==> config.mk <==
export PLATFORM = sky130hd
export DESIGN_NAME = instr_sequencer
export DESIGN_NICKNAME = d
export VERILOG_FILES = /design/src/rtl/seq_pkg.sv /design/src/rtl/seq_prog_mem.sv /design/src/rtl/instr_sequencer.sv
export SDC_FILE = /design/constraint.sdc
export NUM_CORES = 1
export LEC_CHECK = 0
export ABC_AREA = 1
export BUFFER_PORTS_ARGS = -buffer_cell sky130_fd_sc_hd__buf_2
export CORE_ASPECT_RATIO = 0.9
export CORE_MARGIN = 2
export CORE_UTILIZATION = 40
export DETAILED_ROUTE_END_ITERATION = 7
export PLACE_DENSITY_LB_ADDON = 0.1
export RECOVER_POWER = 25
export SLEW_MARGIN = 20
export SYNTH_ARGS = -nofsm -noshare
export SYNTH_HDL_FRONTEND = slang
export SYNTH_SLANG_ARGS = --single-unit
==> constraint.sdc <==
create_clock -name i_clk -period 3.25 [get_ports i_clk]
set_input_delay 0.4875 -clock i_clk [delete_from_list [all_inputs] [get_ports i_clk]]
set_output_delay 0.4875 -clock i_clk [all_outputs]
set_load 0.1 [all_outputs]
==> src/rtl/seq_pkg.sv <==
// Shared types and field layout for the instruction sequencer.
// Instruction word: {opcode[33:31], r1[30:26], r2[25:21], r3[20:16], imm[15:0]}.
package seq_pkg;

  localparam int unsigned OP_W    = 3;
  localparam int unsigned REG_W   = 5;
  localparam int unsigned IMM_W   = 16;
  localparam int unsigned INSTR_W = 34;

  localparam int unsigned OP_LSB  = 31;
  localparam int unsigned R1_LSB  = 26;
  localparam int unsigned R2_LSB  = 21;
  localparam int unsigned R3_LSB  = 16;
  localparam int unsigned IMM_LSB = 0;

  typedef enum logic [OP_W-1:0] {
    Op000 = 3'b000,
    Op001 = 3'b001,
    Op010 = 3'b010,
    Op011 = 3'b011,
    Op100 = 3'b100,
    Op101 = 3'b101,
    Op110 = 3'b110,
    Op111 = 3'b111
  } opcode_e;

  // Field order matches the packed word so a plain cast unpacks it.
  typedef struct packed {
    opcode_e          op;
    logic [REG_W-1:0] r1;
    logic [REG_W-1:0] r2;
    logic [REG_W-1:0] r3;
    logic [IMM_W-1:0] imm;
  } instr_t;

  typedef enum logic [2:0] {
    StIdle,
    StIssue,
    StWaitAck,
    StWaitDone,
    StHalted
  } state_e;

endpackage

==> src/rtl/seq_prog_mem.sv <==
// Program store: DEPTH x INSTR_W register file, synchronous write, combinational read.
module seq_prog_mem
  import seq_pkg::*;
#(
  parameter int unsigned DEPTH = 16,
  parameter int unsigned AW    = 4
) (
  input  logic               i_clk,
  input  logic               i_we,
  input  logic [AW-1:0]      i_waddr,
  input  logic [INSTR_W-1:0] i_wdata,
  input  logic [AW-1:0]      i_raddr,
  output logic [INSTR_W-1:0] o_rdata
);

  logic [INSTR_W-1:0] r_mem [DEPTH];

  always_ff @(posedge i_clk) begin
    if (i_we) begin
      r_mem[i_waddr] <= i_wdata;
    end
  end

  assign o_rdata = r_mem[i_raddr];

endmodule

==> src/rtl/instr_sequencer.sv <==
// Issues a loaded program to the processor one instruction at a time, gated on done.
// Optional single-step gating when SEQ_STEP_EN is defined (adds i_step / i_step_mode).
module instr_sequencer
  import seq_pkg::*;
#(
  parameter int unsigned DEPTH       = 16,
  parameter int unsigned ACK_TIMEOUT = 4,
  localparam int unsigned AW         = $clog2(DEPTH)
) (
  input  logic               i_clk,
  input  logic               i_rst_n,
  input  logic               i_prog_we,
  input  logic [AW-1:0]      i_prog_addr,
  input  logic [INSTR_W-1:0] i_prog_wdata,
  input  logic [AW:0]        i_prog_len,
  input  logic               i_start,
  input  logic               i_abort,
  input  logic               i_done,
`ifdef SEQ_STEP_EN
  input  logic               i_step,
  input  logic               i_step_mode,
`endif
  output logic [OP_W-1:0]    o_instr,
  output logic [REG_W-1:0]   o_reg1,
  output logic [REG_W-1:0]   o_reg2,
  output logic [REG_W-1:0]   o_reg3,
  output logic [IMM_W-1:0]   o_imm,
  output logic               o_issue,
  output logic               o_busy,
  output logic               o_halted,
  output logic [AW-1:0]      o_pc,
  output logic [AW:0]        o_retired
);

  localparam int unsigned CW = $clog2(ACK_TIMEOUT + 1);

  state_e             r_state, w_state_d;
  logic [AW:0]        r_len, w_len_d;
  logic [AW-1:0]      r_pc, w_pc_d;
  logic [AW:0]        r_retired, w_retired_d;
  logic [CW-1:0]      r_ack_cnt, w_ack_cnt_d;
  instr_t             r_fields, w_fields_d;
  logic               r_issue, w_issue_d;
  logic               w_complete, w_can_issue, w_last, w_idle_like, w_mem_we;
  logic [INSTR_W-1:0] w_rdata;

  assign w_idle_like = (r_state == StIdle) || (r_state == StHalted);
  assign w_mem_we    = i_prog_we && w_idle_like;
  assign w_last      = ({1'b0, r_pc} + {{AW{1'b0}}, 1'b1}) == r_len;

  seq_prog_mem #(
    .DEPTH (DEPTH),
    .AW    (AW)
  ) u_prog_mem (
    .i_clk   (i_clk),
    .i_we    (w_mem_we),
    .i_waddr (i_prog_addr),
    .i_wdata (i_prog_wdata),
    .i_raddr (r_pc),
    .o_rdata (w_rdata)
  );

`ifdef SEQ_STEP_EN
  // Each step pulse is consumed by one issue; step must drop before it can arm again.
  logic r_step_used;

  assign w_can_issue = i_done && (!i_step_mode || (i_step && !r_step_used));

  always_ff @(posedge i_clk or negedge i_rst_n) begin
    if (!i_rst_n) begin
      r_step_used <= 1'b0;
    end else if (w_issue_d && i_step_mode) begin
      r_step_used <= 1'b1;
    end else if (!i_step) begin
      r_step_used <= 1'b0;
    end
  end
`else
  assign w_can_issue = i_done;
`endif

  always_ff @(posedge i_clk or negedge i_rst_n) begin
    if (!i_rst_n) begin
      r_state <= StIdle;
    end else begin
      r_state <= w_state_d;
    end
  end

  always_comb begin
    w_state_d   = r_state;
    w_len_d     = r_len;
    w_pc_d      = r_pc;
    w_retired_d = r_retired;
    w_ack_cnt_d = r_ack_cnt;
    w_fields_d  = r_fields;
    w_issue_d   = 1'b0;
    w_complete  = 1'b0;
    case (r_state)
      StIdle, StHalted: begin
        if (i_start) begin
          w_len_d     = i_prog_len;
          w_pc_d      = '0;
          w_retired_d = '0;
          w_state_d   = (i_prog_len == '0) ? StHalted : StIssue;
        end
      end
      StIssue: begin
        if (i_abort) begin
          w_state_d = StIdle;
        end else if (w_can_issue) begin
          w_fields_d  = instr_t'(w_rdata);
          w_issue_d   = 1'b1;
          w_ack_cnt_d = '0;
          w_state_d   = StWaitAck;
        end
      end
      StWaitAck: begin
        if (i_abort) begin
          w_state_d = StIdle;
        end else if (!i_done) begin
          w_state_d = StWaitDone;
        end else if (r_ack_cnt == CW'(ACK_TIMEOUT)) begin
          // done never dropped: treat as a single-cycle instruction
          w_complete = 1'b1;
        end else begin
          w_ack_cnt_d = r_ack_cnt + 1'b1;
        end
      end
      StWaitDone: begin
        if (i_abort) begin
          w_state_d = StIdle;
        end else if (i_done) begin
          w_complete = 1'b1;
        end
      end
      default: w_state_d = StIdle;
    endcase

    if (w_complete) begin
      w_retired_d = r_retired + 1'b1;
      if (w_last) begin
        w_state_d = StHalted;
      end else begin
        w_pc_d    = r_pc + 1'b1;
        w_state_d = StIssue;
      end
    end
  end

  always_ff @(posedge i_clk or negedge i_rst_n) begin
    if (!i_rst_n) begin
      r_len     <= '0;
      r_pc      <= '0;
      r_retired <= '0;
      r_ack_cnt <= '0;
      r_fields  <= '0;
      r_issue   <= 1'b0;
    end else begin
      r_len     <= w_len_d;
      r_pc      <= w_pc_d;
      r_retired <= w_retired_d;
      r_ack_cnt <= w_ack_cnt_d;
      r_fields  <= w_fields_d;
      r_issue   <= w_issue_d;
    end
  end

  always_comb begin
    o_busy   = !w_idle_like;
    o_halted = (r_state == StHalted);
  end

  assign o_instr   = r_fields.op;
  assign o_reg1    = r_fields.r1;
  assign o_reg2    = r_fields.r2;
  assign o_reg3    = r_fields.r3;
  assign o_imm     = r_fields.imm;
  assign o_issue   = r_issue;
  assign o_pc      = r_pc;
  assign o_retired = r_retired;

endmodule
==> impl_metrics.tcl, run 1 <==
set metrics [dict create \
    postSynthCellCount 2117 \
    drc_errors 0 \
    yosysWarnings 0 \
    yosys.area.top_type "edfxtp_1" \
    cpLargestDelayFamily "simple AND/OR/NAND/NOR gates" \
    setup_tns_ns 0 \
    wirelength_mm 65.5 \
    cts_buffer_depth 3 \
    yosysMostFrequentCell "nand2_1" \
    ctsHoldBuffers 0 \
    critPathKind "reg2reg" \
    rsz0062_at_grt "no" \
    track_usage_pct 21.0 \
    peakVddDrop_mv 0.437 \
    hp-class "in2async" \
    placed_cell_area_um2 25900 \
    stdcell_count 3056 \
    period_needed_ns 2.59 \
    via_per_inst 5.14 \
    final_nets 2268 \
    die_y_um 239 \
    ys_ff_latch 599 \
    dr.pass1.iters 5 \
    clockRootBuffer "clkbuf_16" \
    drt_iter0_markers 1523 \
    synthDistinctLibCells 28 \
    cts_tree "done" \
    crit_chain "nor2_1, inv_1, nor2_1, buf_4, nand3_1, nor2_4, buf_4" \
    setup_ws_ns 0.659 \
    cts_resized 0 \
    hold_violations 0 \
    fp.dieW_um 265 \
    r2r_cells 7 \
    synth.net_count 2170 \
    crit_path_start_kind "flip-flop" \
    critPathMaxFanout 23 \
    netlist.area_leader.share_pct 66.8 \
    std_cell_rows 86 \
    setup_viol 0 \
    vias 15706 \
    wire_per_inst_um 21.4 \
    p_leak_nw 10.5 \
    ys.flop_type "edfxtp_1" \
    grt_max_degree 112 \
    r2r_setup_slack_ns 0.66 \
    dpl.hpwl_mm 36.4 \
    initial_core_util_pct 40.2 \
    synthTopCellsByArea "edfxtp_1, nand2_1, nand3_1" \
    grt_pass1_vias 15214 \
    synth_async_sr_flop_share_pct 9.18 \
    max-cap-violations 0 \
    fin_skew_ns 0.0190 \
    finalInstanceArea_um2 27800 \
    pre_cts_slack_ns 0.684 \
    power.density_nw_per_um2 781 \
    grt-ovfl-total 0 \
    crit_required_ns 3.48 \
    clock.fmax_ghz 0.386 \
    area_growth_pct 13.6 \
    r2r-start "r_state[0]$_DFFE_PN0P_" \
    worst_slew_pin_slew_ns 0.941 \
    insertedDiodeCount 0 \
    dieArea_um2 63200 \
    numCtsBuffers 66 \
    synth_area_um2 24500 \
    finalCritPeriodShare_pct 79.7 \
    clk_latency_ns 0.60 \
    numPortBuffers 94 \
    syn_area_per_cell_um2 11.6 \
    maxSlewViolCount 0 \
    drive_gt1_share_pct 11.2 \
    critPathArrivalTime_ns 2.82 \
    slowest_delay_ns 0.43 \
    fillers 5609 \
    end_kind "flip-flop" \
    place_congestion 0.745 \
    clkTransAtPathRegs_ns 0.06 \
    antenna_found_initial 0 \
    grt_pass1_wl_mm 99.0 \
    htreeDepth 3 \
    post_cts_buffers 0 \
    maxSlewHeadroom_pct 37.2 \
    status "finished clean" \
    synth-seq-area-share_pct 72.4 \
    dp.cells 2939 \
    reg2reg_to "u_prog_mem.r_mem[6][15]$_DFFE_PP_" \
    cts.sinks 599 \
    crit_slowest_cell "dfrtp_1" \
    critPathBufInv 3 \
    synth-edff-count 544 \
    synthTopCellsByCount "nand2_1, edfxtp_1, nand3_1" \
    ant_nets 0 \
    io_pins 95 \
    core_um2 60900 \
]
[metrics by stage]
stage / hold WS, ns / power, W / utilization [%]
final: 0.0168 / 0.0217 / 45.7
after global routing: 0.0770 / 0.0228 / 45.7
after CTS: 0.0420 / 0.0220 / 45.7
after detailed placement: 0.460 / 0.0150 / 42.5
after global placement: 0.459 / 0.0150 / 42.5
after floorplan: 0.192 / 0.0137 / -
[final cells by class]
| type | count | area, µm² | share of cell area [%] |
|---|---|---|---|
| sequential | 599 | 17700 | 63.7 |
| multi-input combinational | 1369 | 5920 | 21.3 |
| clock buffer | 89 | 1810 | 6.51 |
| timing repair buffer | 152 | 1080 | 3.90 |
| tap | 792 | 991 | 3.56 |
| clock inverter | 28 | 166 | 0.598 |
| inverter | 27 | 111 | 0.400 |
[cells in the final DEF, fill, tap and decap left out, types with 2 or more instances in the layout]
| master | n |
|---|---|
| nand3_1 | 429 |
| ha_1 | 4 |
| clkbuf_1 | 38 |
| clkbuf_16 | 68 |
| edfxtp_1 | 544 |
| xnor2_1 | 2 |
| a21oi_1 | 4 |
| o21ai_0 | 11 |
| nand2_2 | 2 |
| inv_1 | 21 |
| xor2_1 | 2 |
| nor2_1 | 19 |
| dfrtp_4 | 3 |
| buf_4 | 43 |
| inv_2 | 4 |
| nor2_2 | 2 |
| inv_6 | 3 |
| nand2_1 | 867 |
| nor2_4 | 17 |
| nand4_1 | 4 |
| clkinv_1 | 11 |
| buf_2 | 73 |
| clkinv_2 | 12 |
| clkbuf_8 | 3 |
| dfrtp_1 | 51 |
| buf_12 | 16 |
[layer usage]
layer	vias to the layer above	track usage (%)	wire, µm
met2	343	33.1	30000
met5	-	0	0
li1	7500	-	-
met1	7784	31.0	31600
met4	0	5.27	1170
met3	79	2.61	2680
[logic make-up after synthesis]
kind of cell	count (synthesis)	synth area share (%)
simple gates	1343	23.0
fa+ha+maj	4	0.205
xor+xnor	4	0.143
compound gates	18	0.383
flops	599	72.4
buf+inv	149	3.92
[worst max path at each step]
| stage | startpoint | to | slack (ns) | cells after the start |
|---|---|---|---|---|
| final | r_state[0]$_DFFE_PN0P_ | u_prog_mem.r_mem[6][15]$_DFFE_PP_ | 0.66 | 7 |
| after CTS | o_pc[0]$_DFF_PN0_ | o_pc[0] | 0.64 | 2 |
| after global routing | r_state[0]$_DFFE_PN0P_ | u_prog_mem.r_mem[6][15]$_DFFE_PP_ | 0.49 | 7 |
| after global placement | r_state[0]$_DFFE_PN0P_ | u_prog_mem.r_mem[6][13]$_DFFE_PP_ | 0.68 | 7 |
| after detailed placement | r_state[0]$_DFFE_PN0P_ | u_prog_mem.r_mem[6][14]$_DFFE_PP_ | 0.68 | 7 |
| after floorplan | r_state[0]$_DFFE_PN0P_ | u_prog_mem.r_mem[10][0]$_DFFE_PP_ | -0.15 | 5 |
[flip-flops by register name, summed over array words and instances (netlist names)]
| register | count |
|---|---|
| o_reg1 | 5 |
| o_retired | 5 |
| o_reg3 | 5 |
| o_reg2 | 5 |
| o_instr | 3 |
| u_prog_mem.r_mem | 544 |
| o_imm | 16 |
| r_len | 5 |
| r_state | 3 |
| r_ack_cnt | 3 |
| o_pc | 4 |
| o_issue | 1 |
[worst register-to-register path, stage by stage (launching register included)]
cell and delay [ns]:
dfrtp_1 0.43, nor2_1 0.18, inv_1 0.12, nor2_1 0.41, buf_4 0.23, nand3_1 0.29
nor2_4 0.18, buf_4 0.38
[power by group]
part	internal, W	switching (W)
Combinational	0.00127	0.00445
Sequential	0.00880	0.000232
Clock	0.00399	0.00299
Total	0.0141	0.00767
(Power assumes the default switching activity.)
==> run 2: changes to the inputs <==
- clock period: 3.25 -> 2.3 ns (I/O delays scaled with it)
==> run 2 against run 1 <==
- via count about the same
- routed wire length decreased by 0.62%
- sequential cell count unchanged
- clock-buffer cell count decreased by 5
- register-to-register slack got worse by 0.47 ns
- global-route usage decreased by 0.18 points
- core utilization increased by 0.62 points
- combinational power increased by 47%
==> impl_metrics.tcl, run 2 (same netlist as run 1, synthesis figures left out) <==
set metrics [dict create \
    setup_ws_ns 0.0813 \
    fillers 5521 \
    critPathMaxFanout 30 \
    status "finished clean" \
    cts_buffer_depth 3 \
    final_common_cell "nand2_1" \
    maxSlewHeadroom_pct 29.8 \
    vias 15719 \
    placed_cell_area_um2 26100 \
    hp-class "in2reg" \
    setup_viol 0 \
    drive_gt1_share_pct 11.5 \
    finalInstanceArea_um2 28200 \
    crit_path_start_kind "flip-flop" \
    hold_violations 0 \
    numCtsBuffers 61 \
    r2r-start "r_state[0]$_DFFE_PN0P_" \
    period_needed_ns 2.22 \
    power.density_nw_per_um2 1100 \
    fp.dieW_um 265 \
    drt_iter0_markers 1311 \
    peakVddDrop_mv 0.819 \
    initial_core_util_pct 40.2 \
    io_pins 95 \
    stdcell_count 3061 \
    r2r_setup_slack_ns 0.19 \
    htreeDepth 2 \
    setup_tns_ns 0 \
    p_leak_nw 10.6 \
    wire_per_inst_um 21.3 \
    hold_end "r_ack_cnt[2]$_DFFE_PN0P_" \
    clkTransAtPathRegs_ns 0.06 \
    slowest_delay_ns 0.48 \
    area_growth_pct 15.2 \
    cts_tree "done" \
    core_um2 60900 \
    die_y_um 239 \
    grt_pass1_vias 15333 \
    dr.pass1.iters 5 \
    finalPower_w 0.0311 \
    crit_slowest_cell "dfrtp_4" \
    finalCritPeriodShare_pct 96.5 \
    critPathBufInv 2 \
    largest-register "u_prog_mem.r_mem" \
    dieArea_um2 63200 \
    via_per_inst 5.14 \
    place_congestion 0.771 \
    worst_slew_pin_slew_ns 1.05 \
    grt_pass1_wl_mm 98.2 \
    track_usage_pct 20.8 \
    critPathArrivalTime_ns 1.87 \
    clock.fmax_ghz 0.451 \
    dp.cells 2940 \
    maxSlewViolCount 0 \
    cpLargestDelayFamily "buffers and inverters" \
    crit_required_ns 1.96 \
    crit_top_cell "buf_4" \
    clockRootBuffer "clkbuf_16" \
    rsz0062_at_grt "no" \
    numPortBuffers 94 \
    largest_reg_flops 544 \
    grt_max_degree 93 \
    fin_skew_ns 0.0193 \
    final_nets 2270 \
    grt-ovfl-total 0 \
    drc_errors 0 \
    wirelength_mm 65.1 \
    antenna_found_initial 2 \
    pre_cts_slack_ns 0.193 \
    critPathKind "reg2out" \
    reg2reg_to "u_prog_mem.r_mem[6][18]$_DFFE_PP_" \
    hold_start "i_done" \
    r2r_cells 6 \
    whs_path_depth 3 \
    max-cap-violations 0 \
    end_kind "output port" \
    clk_latency_ns 0.63 \
    final_cell_mix "nand2_1, edfxtp_1, nand3_1, buf_2, clkbuf_16" \
    crit_chain "buf_4, buf_4" \
    dpl.hpwl_mm 38.3 \
    std_cell_rows 86 \
    cts.sinks 599 \
    ant_nets 0 \
]
## run 2: cell types whose count changed in the layout (fill, tap and decap cells not counted), moves of 3 or more
cell	previous run	this run
clkbuf_16	68	62
buf_4	43	30
nor2_1	19	16
bufinv_16	1	6
buf_12	16	33
buf_2	73	67
inv_6	3	0
dlygate4sd3_1	0	6
clkinvlp_4	0	4
## run 2: layout make-up
class                           instances  area, µm²  share of cell area, %
Sequential cell                       599      17700                   62.9
Clock inverter                         30        310                   1.10
Multi-Input combinational cell       1369       5980                   21.2
Clock buffer                           84       1680                   5.97
Tap cell                              792        991                   3.52
Antenna cell                            1       2.50                0.00888
Inverter                               27        116                  0.413
Timing Repair Buffer                  159       1380                   4.89
## run 2: repair_timing
item / CTS / global route
pin swaps: 0 / 0
gates resized for setup: 5 / 2
endpoints found under the hold margin: 48 / 0
setup endpoints to repair: 4 / 1
setup buffers: 0 / 0
hold buffers: 6 / 0
## run 2: worst max-delay path by stage
stage / to / from / cells past startpoint / slack, ns
final: o_pc[1] / o_pc[1]$_DFF_PN0_ / 2 / 0.08
after global routing: o_pc[1] / o_pc[1]$_DFF_PN0_ / 2 / 0.008
after CTS: o_pc[0] / o_pc[0]$_DFF_PN0_ / 2 / 0.006
after detailed placement: u_prog_mem.r_mem[14][28]$_DFFE_PP_ / r_state[0]$_DFFE_PN0P_ / 6 / 0.19
after global placement: u_prog_mem.r_mem[10][3]$_DFFE_PP_ / r_state[0]$_DFFE_PN0P_ / 6 / 0.21
after floorplan: u_prog_mem.r_mem[10][0]$_DFFE_PP_ / r_state[0]$_DFFE_PN0P_ / 5 / -0.31
## run 2: power by group
group	leakage [nW]	internal, W	switching, W
logic	4.06	0.00196	0.00646
clock network	0.967	0.00577	0.00415
registers	5.59	0.0124	0.000306
## run 2: worst min-delay path: cells and delay by family
family | cells | cell delay, ns
AO/OA/AOI/OAI | 1 | 0.08
buffers and inverters | 1 | 0.12
AND/OR/NAND/NOR | 1 | 0.14
## run 2: through the flow
| step | hold WS, ns | util [%] |
|---|---|---|
| final | 0.110 | 46.3 |
| after global routing | 0.126 | 46.3 |
| after CTS | 0.0740 | 46.3 |
| after detailed placement | 0.460 | 42.9 |
| after global placement | 0.457 | 42.9 |
| after floorplan | 0.0494 | - |
## run 2: per-layer routing
| metal | global-route usage, % | up-vias | wire [µm] |
|---|---|---|---|
| li1 | - | 7520 | - |
| met1 | 30.2 | 7743 | 30700 |
| met4 | 5.14 | 0 | 1140 |
| met2 | 33.4 | 384 | 30100 |
| met5 | 0 | - | 0 |
| met3 | 2.71 | 72 | 3050 |
==> run 3: changes to the inputs <==
- CTS_BUF_LIST: not set -> sky130_fd_sc_hd__clkbuf_8 sky130_fd_sc_hd__clkbuf_16
==> run 3 against run 2 <==
- clock-buffer cell count down 17
- critical path depth unchanged
- clock power down 0.7%
- register-to-register slack about the same
- sequential power about the same
- non-clock buffer count unchanged
- final area about the same
==> impl_metrics.tcl, run 3 (same netlist as run 1, synthesis figures left out) <==
set metrics [dict create \
    status "finished clean" \
    std_cell_rows 86 \
    cts_buffer_depth 3 \
    cts.sinks 599 \
    power.density_nw_per_um2 1100 \
    fillers 5521 \
    grt_max_degree 93 \
    vias 15769 \
    clock.fmax_ghz 0.451 \
    setup_viol 0 \
    maxSlewHeadroom_pct 30.3 \
    drive_gt1_share_pct 11.5 \
    finalPower_w 0.0310 \
    final_cell_mix "nand2_1, edfxtp_1, nand3_1, buf_2, clkbuf_16" \
    hp-class "in2reg" \
    initial_core_util_pct 40.2 \
    clk_latency_ns 0.63 \
    max-cap-violations 0 \
    worst_slew_pin_slew_ns 1.04 \
    period_needed_ns 2.22 \
    track_usage_pct 20.8 \
    htreeDepth 2 \
    hold_violations 0 \
    hold_start "i_done" \
    r2r-start "r_state[0]$_DFFE_PN0P_" \
    crit_path_start_kind "flip-flop" \
    r2r_cells 6 \
    post_cts_buffers 0 \
    critPathKind "reg2out" \
    core_um2 60900 \
    cts_tree "done" \
    largest-register "u_prog_mem.r_mem" \
    final_nets 2270 \
    peakVddDrop_mv 0.820 \
    stdcell_count 3062 \
    via_per_inst 5.15 \
    dp.cells 2940 \
    wirelength_mm 65.1 \
    ant_nets 0 \
    p_leak_nw 10.7 \
    numCtsBuffers 61 \
    place_congestion 0.771 \
    dpl.hpwl_mm 38.3 \
    antenna_found_initial 2 \
    largest_reg_flops 544 \
    rsz0062_at_grt "no" \
    final_common_cell "nand2_1" \
    wire_per_inst_um 21.3 \
    fin_skew_ns 0.0190 \
    clockRootBuffer "clkbuf_16" \
    dieArea_um2 63200 \
    crit_required_ns 1.96 \
    drc_errors 0 \
    area_growth_pct 15.2 \
    maxSlewViolCount 0 \
    finalCritPeriodShare_pct 96.5 \
    r2r_setup_slack_ns 0.20 \
    grt_pass1_vias 15333 \
    reg2reg_to "u_prog_mem.r_mem[6][18]$_DFFE_PP_" \
    fp.dieW_um 265 \
    numPortBuffers 94 \
    clkTransAtPathRegs_ns 0.06 \
    end_kind "output port" \
    grt_pass1_wl_mm 98.2 \
    drt_iter0_markers 1280 \
    critPathArrivalTime_ns 1.87 \
    crit_end "o_pc[1]" \
    critPathMaxFanout 30 \
    grt-ovfl-total 0 \
    startpoint "o_pc[1]$_DFF_PN0_" \
    dr.pass1.iters 5 \
    io_pins 95 \
    die_y_um 239 \
]
-- run 3: changes by cell type in the layout (fill, tap and decap cells not counted) --
cell,previous run,this run
clkbuf_1,39,22
inv_1,20,37
diode_2,1,2
-- run 3: layout make-up --
class,instances,area (µm²),area share (%)
Antenna cell,2,5.00,0.0178
Tap cell,792,991,3.52
Sequential cell,599,17700,62.9
Inverter,27,116,0.413
Timing Repair Buffer,159,1380,4.89
Clock buffer,67,1620,5.75
Clock inverter,47,374,1.33
Multi-Input combinational cell,1369,5980,21.2
-- run 3: metal layers --
| metal | vias to the layer above | GRT usage, % | wire, µm |
|---|---|---|---|
| li1 | 7523 | - | - |
| met1 | 7755 | 30.2 | 30300 |
| met2 | 421 | 33.4 | 30200 |
| met3 | 70 | 2.71 | 3480 |
| met4 | 0 | 5.14 | 1130 |
| met5 | - | 0 | 0 |
-- run 3: how the worst min path moves through the flow --
stage | to | slack, ns | cells past startpoint
floorplan | o_imm[0]$_DFFE_PN0P_ | 0.05 | 0
global placement | o_imm[8]$_DFFE_PN0P_ | 0.46 | 1
detailed placement | o_imm[8]$_DFFE_PN0P_ | 0.46 | 1
CTS | r_ack_cnt[2]$_DFFE_PN0P_ | 0.07 | 3
global route | r_ack_cnt[2]$_DFFE_PN0P_ | 0.13 | 3
finish | r_ack_cnt[2]$_DFFE_PN0P_ | 0.11 | 3
-- run 3: critical path, stage by stage, from the launching register on --
cell and delay, ns:
dfrtp_4 0.48, buf_4 0.39, buf_4 0.37
-- run 3: timing repair --
item | 4_1_cts | 5_1_grt
setup endpoints to repair | 4 | 1
resized for setup | 5 | 2
hold buffers | 6 | 0
hold endpoints to repair | 48 | 0
-- run 3: power by group --
| group | internal [W] | switching [W] | total, W |
|---|---|---|---|
| logic | 0.00196 | 0.00646 | 0.00842 |
| registers | 0.0124 | 0.000305 | 0.0127 |
| clock network | 0.00569 | 0.00416 | 0.00985 |
-- run 3: through the flow --
stage                     instance area [µm²]  utilization [%]  worst slack (ns)  hold slack (ns)  TNS, ns
after global routing                    28200             46.3           0.00823            0.126        0
after global placement                  26100             42.9             0.214            0.457        0
after floorplan                         24700                -            -0.305           0.0494  -145.15
after detailed placement                26100             42.9             0.193            0.460        0
after CTS                               28200             46.3           0.00553           0.0740        0
final                                   28200             46.3            0.0808            0.110        0
